**src/rtl/sb_frame_config_loader.sv**
```systemverilog
// sb_frame_config_loader
// Serial configuration writer for a frame-based switch-block tile. Bits arrive
// over a valid/ready handshake. Each bit is written into the tile's 2-bit mux
// memories with its own single-cycle strobe. Writes go in the order
// memory 0 bit 0, memory 0 bit 1, memory 1 bit 0, and so on.
//
// Optional feature macro: SB_FRAME_LOADER_PARITY_EN
//   When defined, one trailing even-parity bit is consumed after the last write.
//   That bit is checked in a CHECK state and reported on the sticky 'error' output.
//   When undefined, no trailing bit is taken and 'error' is tied low.

module sb_frame_config_loader #(
    parameter int NUM_MEMS   = 18,
    parameter int ADDR_WIDTH = 6
) (
    input  logic                  prog_clk,
    input  logic                  prog_reset_n,
    input  logic                  start,
    input  logic                  bit_valid,
    input  logic                  bit_data,
    output logic                  bit_ready,
    output logic [0:0]            enable,
    output logic [0:ADDR_WIDTH-1] address,
    output logic [0:0]            data_in,
    output logic                  busy,
    output logic                  done,
    output logic                  error
);

    localparam int MEM_W = ADDR_WIDTH - 1;
    localparam logic [MEM_W-1:0] LAST_MEM = MEM_W'(NUM_MEMS - 1);

    typedef enum logic [2:0] {
        IDLE   = 3'd0,
        FETCH  = 3'd1,
        SETUP  = 3'd2,
        STROBE = 3'd3,
`ifdef SB_FRAME_LOADER_PARITY_EN
        HOLD   = 3'd4,
        CHECK  = 3'd5
`else
        HOLD   = 3'd4
`endif
    } state_t;

    state_t                state_q;
    logic [MEM_W-1:0]      memIdx_q;
    logic                  bitIdx_q;
    logic [0:ADDR_WIDTH-1] addr_q;
    logic                  data_q;
    logic                  enable_q;
    logic                  busy_q;
    logic                  done_q;

`ifdef SB_FRAME_LOADER_PARITY_EN
    logic                  parity_q;
    logic                  trailer_q;
    logic                  error_q;
`endif

    // The handshake ready depends only on the state, never on bit_valid.
    assign bit_ready = (state_q == FETCH);
    assign enable    = enable_q;
    assign address   = addr_q;
    assign data_in   = data_q;
    assign busy      = busy_q;
    assign done      = done_q;
`ifdef SB_FRAME_LOADER_PARITY_EN
    assign error     = error_q;
`else
    assign error     = 1'b0;
`endif

    // Sequencer: fetch a bit, drive address/data, strobe once, hold, then advance.
    always_ff @(posedge prog_clk or negedge prog_reset_n) begin
        if (!prog_reset_n) begin
            state_q   <= IDLE;
            memIdx_q  <= '0;
            bitIdx_q  <= 1'b0;
            addr_q    <= '0;
            data_q    <= 1'b0;
            enable_q  <= 1'b0;
            busy_q    <= 1'b0;
            done_q    <= 1'b0;
`ifdef SB_FRAME_LOADER_PARITY_EN
            parity_q  <= 1'b0;
            trailer_q <= 1'b0;
            error_q   <= 1'b0;
`endif
        end else begin
            done_q   <= 1'b0;
            enable_q <= 1'b0;
            case (state_q)
                IDLE: begin
                    if (start) begin
                        memIdx_q  <= '0;
                        bitIdx_q  <= 1'b0;
                        busy_q    <= 1'b1;
                        state_q   <= FETCH;
`ifdef SB_FRAME_LOADER_PARITY_EN
                        parity_q  <= 1'b0;
                        trailer_q <= 1'b0;
                        error_q   <= 1'b0;
`endif
                    end
                end
                FETCH: begin
                    if (bit_valid) begin
`ifdef SB_FRAME_LOADER_PARITY_EN
                        parity_q <= parity_q ^ bit_data;
                        if (trailer_q) begin
                            state_q <= CHECK;
                        end else begin
                            data_q                <= bit_data;
                            addr_q[0]             <= bitIdx_q;
                            addr_q[1:ADDR_WIDTH-1] <= memIdx_q;
                            state_q               <= SETUP;
                        end
`else
                        data_q                <= bit_data;
                        addr_q[0]             <= bitIdx_q;
                        addr_q[1:ADDR_WIDTH-1] <= memIdx_q;
                        state_q               <= SETUP;
`endif
                    end
                end
                SETUP: begin
                    enable_q <= 1'b1;
                    state_q  <= STROBE;
                end
                STROBE: begin
                    state_q <= HOLD;
                end
                HOLD: begin
                    if (!bitIdx_q) begin
                        bitIdx_q <= 1'b1;
                        state_q  <= FETCH;
                    end else begin
                        bitIdx_q <= 1'b0;
                        if (memIdx_q == LAST_MEM) begin
`ifdef SB_FRAME_LOADER_PARITY_EN
                            trailer_q <= 1'b1;
                            state_q   <= FETCH;
`else
                            busy_q  <= 1'b0;
                            done_q  <= 1'b1;
                            state_q <= IDLE;
`endif
                        end else begin
                            memIdx_q <= memIdx_q + 1'b1;
                            state_q  <= FETCH;
                        end
                    end
                end
`ifdef SB_FRAME_LOADER_PARITY_EN
                CHECK: begin
                    error_q   <= parity_q;
                    trailer_q <= 1'b0;
                    busy_q    <= 1'b0;
                    done_q    <= 1'b1;
                    state_q   <= IDLE;
                end
`endif
                default: begin
                    busy_q  <= 1'b0;
                    state_q <= IDLE;
                end
            endcase
        end
    end

endmodule

```
**config.mk**
```make
export PLATFORM = sky130hd
export DESIGN_NAME = sb_frame_config_loader
export DESIGN_NICKNAME = d
export VERILOG_FILES = /design/src/rtl/sb_frame_config_loader.sv
export SDC_FILE = /design/constraint.sdc
export NUM_CORES = 1
export LEC_CHECK = 0
export CAP_MARGIN = 0
export CORE_AREA = 2 2 46 48
export CTS_BUF_LIST = sky130_fd_sc_hd__clkbuf_4 sky130_fd_sc_hd__clkbuf_8 sky130_fd_sc_hd__clkbuf_16
export DETAILED_ROUTE_END_ITERATION = 16
export DIE_AREA = 0 0 48 50
export PLACE_DENSITY_LB_ADDON = 0.2
export SYNTH_ARGS = -nofsm -noshare
export SYNTH_HDL_FRONTEND = slang
export SYNTH_SLANG_ARGS = --single-unit
```
**constraint.sdc**
```tcl
create_clock -name prog_clk -period 1.97 [get_ports prog_clk]
set_input_delay 0.197 -clock prog_clk [delete_from_list [all_inputs] [get_ports prog_clk]]
set_output_delay 0.197 -clock prog_clk [all_outputs]
set_load 0.01 [all_outputs]
```
# Word level (Yosys, flattened, before mapping)
# Cells that the tools add are included.
op_classes:
  add_sub_neg: 1
  n_eq_ne: 10
  mux: 20
  n_bitwise: 1
  n_reduce_logical: 8
ops:
  columns: ["operator", "n"]
  rows:
  - ["2-to-1 mux 5 bit", 3]
  - ["one-hot mux 3 bit (5 select lines)", 1]
  - ["2-to-1 mux 1 bit", 11]
  - ["!= test 2 bit (second input constant)", 5]
  - ["one-hot mux 5 bit (2 select lines)", 1]
  - ["AND reduction 4 bit", 2]
  - ["== test 3 x 2 -> 1 bit (second input constant)", 2]
  - ["2-to-1 mux 3 bit", 2]
  - ["AND reduction 2 bit", 3]
  - ["adder 5 x 1 -> 5 bit (second input constant)", 1]
  - ["== test 5 bit (second input constant)", 1]
  - ["== test 3 x 1 -> 1 bit (second input constant)", 1]
  - ["== test 3 bit (second input constant)", 1]
  - ["zero test 3 bit", 1]
  - ["one-hot mux 1 bit (3 select lines)", 1]
  - ["OR reduction 3 bit", 1]
  - ["one-hot mux 1 bit (2 select lines)", 1]
  - ["nonzero test 2 bit", 1]
  - ["inverter 1 bit", 1]
word_totals:
  register_bits: 19
  input_bits: 5
  out_inout_bits: 12
  elab_cells: 48

# Longest topological paths before layout
depth:
  word_depth: 4
  depth_mapped: 5
  mapped_depth_nobuf: 5

# Least setup slack after synthesis
# Ideal clock, no wire load.
synth_timing:
  kind: "reg2reg"
  startpoint: "register state_q[2]"
  endpoint: "register addr_q, in the netlist address[5]"
  setup_time_ps: 127
  arrival_ps: 1351
  required_ps: 1843
  slack_ps: 492
  path_stages_with_launch: 6
  path_buffers: 2
  period_less_slack_ps: 1478
  cell_sequence: "dfrtp_1 > buf_2 > nor3b_2 > and2_1 > buf_6 > mux2_1"
synth_via:
  elab_chain_len: 2
synth_rtl:
  columns: ["element", "line_no", "rtl"]
  rows:
  - ["from (decl)", "46", "state_t state_q;"]
  - ["from (signal assigned)", "77", "state_q <= IDLE;"]
  - ["from (signal assigned)", "99", "state_q <= FETCH;"]
  - ["from (signal assigned)", "123", "state_q <= SETUP;"]
  - ["== test 3 x 1 -> 1 bit", null, null]
  - ["via bit_ready", "21", "output logic bit_ready,"]
  - ["AND reduction 2 bit (no line)", null, null]
  - ["to (signal, indexed assignment)", "122", "addr_q[1:ADDR_WIDTH-1] <= memIdx_q;"]
  - ["to (decl)", "49", "logic [0:ADDR_WIDTH-1] addr_q;"]
# The timed path passes the listed nets, and every way through them passes these cells.
# A chain may end at the register's enable or synchronous reset.

# Worst setup path after layout
layout_timing:
  startpoint: "register state_q[2]"
  endpoint: "output bit_ready"
layout_via:
  elab_chain_len: 1
layout_rtl:
  columns: ["element", "line_no", "rtl"]
  rows:
  - ["== test 3 x 1 -> 1 bit", "62", "assign bit_ready = (state_q == FETCH);"]
  - ["to (decl)", "21", null]
# Every way passes these cells.

==> qor.yml <==
run_status:
  status: "finished, final reports clean"
yosys:
  synthTopCellsByCount: "19 x dfrtp_1, 7 x mux2_1, 5 x nand2_1, 5 x nor2_1, 4 x mux2i_1"
  synth.most_common_cell: "dfrtp_1"
  synthAdderAreaFrac: 0.02801
  syn_avg_cell_area_sq_um: 11.91
  synth-simple-area-share: 0.1947
  synth_top_family_by_area: "simple AND/OR/NAND/NOR gates"
  syn_inst: 75
  netlist_area_sq_um: 893.4
  synthXorXnorAreaFrac: 0
  synthTopCellsByArea: "dfrtp_1 53%, mux2_1 8.8%, mux2i_1 4.5%"
  yosysSeqAreaShare: 0.5322
  synth_area_leader_cell: "dfrtp_1"
  synth_flop_cell: "dfrtp_1"
  synth_warnings: 0
  yosys.cell_types.count: 32
  synth-edff-count: 0
  synth_compound_gate_area_share: 0.05042
  yosysTopAreaCellShare: 0.5322
  syn-num-nets: 82
  synthArstFlopShare: 1.000
  synthMuxAreaShare: 0.1457
  synth-seq-cells: 19
global_route:
  grt_pass1_wl_microns: 2677
  grt_remaining_overflow: 0
  antenna_found_initial: 0
  grt_pass1_vias: 623
  grt_max_degree: 20
  grt_util_all_layers: 0.1585
place:
  portBuffers: 15
  hpwl_microns: 1102
  finalWeightedCongestion: 0.7141
clock_tree:
  cts.sinks: 19
  postCtsHoldBufs: 0
  cts-buffers-inserted: 3
  ctsResizeCount: 0
  post-cts-setup-buffers: 0
  cts-htree-levels: 1
  cts_tree: "built"
  insertion_delay_ns: 0.29
  clk_pin_slew_worst_paths_ns: 0.10
  clock-root-buffer: "clkbuf_4"
  cts_buffer_depth: 2
floorplanning:
  die-width_microns: 48
  io_pins: 17
  fp.dieH_microns: 50
  core_area_sq_mm: 0.001902
  num_rows: 16
  dieArea_sq_mm: 0.002400
  start_util: 0.4697
flow_run:
  maxCapViolCount: 0
critical_path:
  end_kind: "primary output"
  path_max_fanout: 11
  cp_slowest_stage_delay_ns: 0.56
  crit_type: "reg2out"
  reg2reg_depth: 3
  worst-endpoint-arrival_ns: 1.57
  critPathLaunchType: "register"
  worstPathRequired_ns: 1.77
  cp_slowest_cell: "clkdlybuf4s50_1"
  cp_cell_sequence: "nor3b_2 > clkdlybuf4s50_1"
timing:
  finalCriticalPeriod_ns: 1.765
  hold_viol_final: 0
  finalCritPeriodShare: 0.8962
  fin_worst_skew_ns: 0.003975
  setup_tns_ns: 0
  max_freq_mhz: 566.4
  drv_slew: 0
  setup_violations: 0
  rsz0062_at_grt: "no"
finish:
  n_antenna_cell: 0
  utilization: 0.5711
  nets: 99
  area_delta_synth_final_pct: 21.57
  layout-drive-gt1-share: 0.09890
power:
  irDropWorstVdd_v: 0.0007105
  p_int_uw: 792.0
  p_per_area_mw_per_mm2: 1066
  power.switching_uw: 365.6
  pwr-share-comb: 0.335
  p_sw_frac: 0.3158
  leakage_uw: 0.0005237
  clockPowerShare: 0.176
  p_seq_frac: 0.489
worst_hold_path:
  hold_class: "in2async"
detailed_routing:
  vias: 585
  viasPerCell: 4.958
  drtPass1Iterations: 4
  ant_nets: 0
  drc: 0
  totalWireLength_microns: 1464
  wl_per_cell_microns: 12.41
  drt_iter0_drc: 4
-- metal layers --
layer,share of wire,vias up,GRT usage
met2,0.49,12,0.2444
met4,0.014,0,0.06757
li1,-,293,-
met1,0.45,277,0.1967
met3,0.042,3,0.05128
met5,0,-,0
-- worst max-delay path, delay by kind of cell (launching register included) --
kind | cells | cell delay, ns
buf+inv | 1 | 0.56
flops | 1 | 0.51
simple gates | 1 | 0.21
-- cells by family after synthesis --
logic type / count (synthesis)
buffers and inverters: 7
AOI/OAI and AO/OA: 6
and+or+nand+nor: 28
DFF: 19
other: 1
adders and majority gates: 2
muxes: 12
-- stage by stage --
stage / hold slack (ns) / instances / area, sq um / total power, uW / setup slack (ns)
5_1_grt: 0.2335 / 118 / 1086 / 1246 / 0.08641
6_report: 0.2241 / 118 / 1086 / 1158 / 0.2045
3_3_place_gp: 0.4692 / 114 / 1056 / 961.8 / 0.3893
2_1_floorplan: -0.09859 / 75 / 893.4 / 809.9 / 0.4917
4_1_cts: 0.2304 / 118 / 1086 / 1177 / 0.1798
3_5_place_dp: 0.4784 / 114 / 1056 / 970.3 / 0.3668
-- final cells by class --
type / instances / area, sq um
timing repair buffer: 16 / 157.7
fill: 166 / 815.8
sequential: 19 / 475.5
tap: 27 / 33.78
inverter: 3 / 11.26
multi-input combinational: 49 / 377.9
clock buffer: 4 / 30.03
-- power groups by stage --
| stage | sequential (uW) | clock, uW | combinational, uW |
|---|---|---|---|
| floorplan | 561 | 0 | 249 |
| global placement | 574 | 0 | 388 |
| detailed placement | 578 | 0 | 392 |
| CTS | 570 | 212 | 395 |
| global route | 583 | 234 | 428 |
| finish | 566 | 203 | 388 |
-- layout by cell type, fill, tap and decap left out, types with 2 or more instances in the layout --
cell	Yosys	routed
nand2_1	5	5
dfrtp_1	19	19
nand4_1	2	2
inv_1	3	3
clkdlybuf4s50_1	0	15
mux2_1	7	7
clkbuf_4	0	4
ha_1	2	2
nor2_1	5	5
nor3_1	2	2
mux2i_1	4	4
nor2b_1	2	2
and2_1	2	2
-- final timing paths --
kind	slack (ns)	endpoint	startpoint
min reg2reg	0.49	address[1]	address[1]
max in group asynchronous	1.55	memIdx_q[3]	prog_reset_n
max	0.20	bit_ready	state_q[2]
min	0.22	address[3]	prog_reset_n
max reg2reg	0.43	data_in	state_q[2]
min in group prog_clk	0.49	address[1]	address[1]
-- flip-flops by register name, indices dropped and copies added, names as in the netlist --
name      flops
busy          1
memIdx_q      5
data_in       1
state_q       3
done          1
bitIdx_q      1
enable        1
address       6
Power figures use the tool's default switching activity.
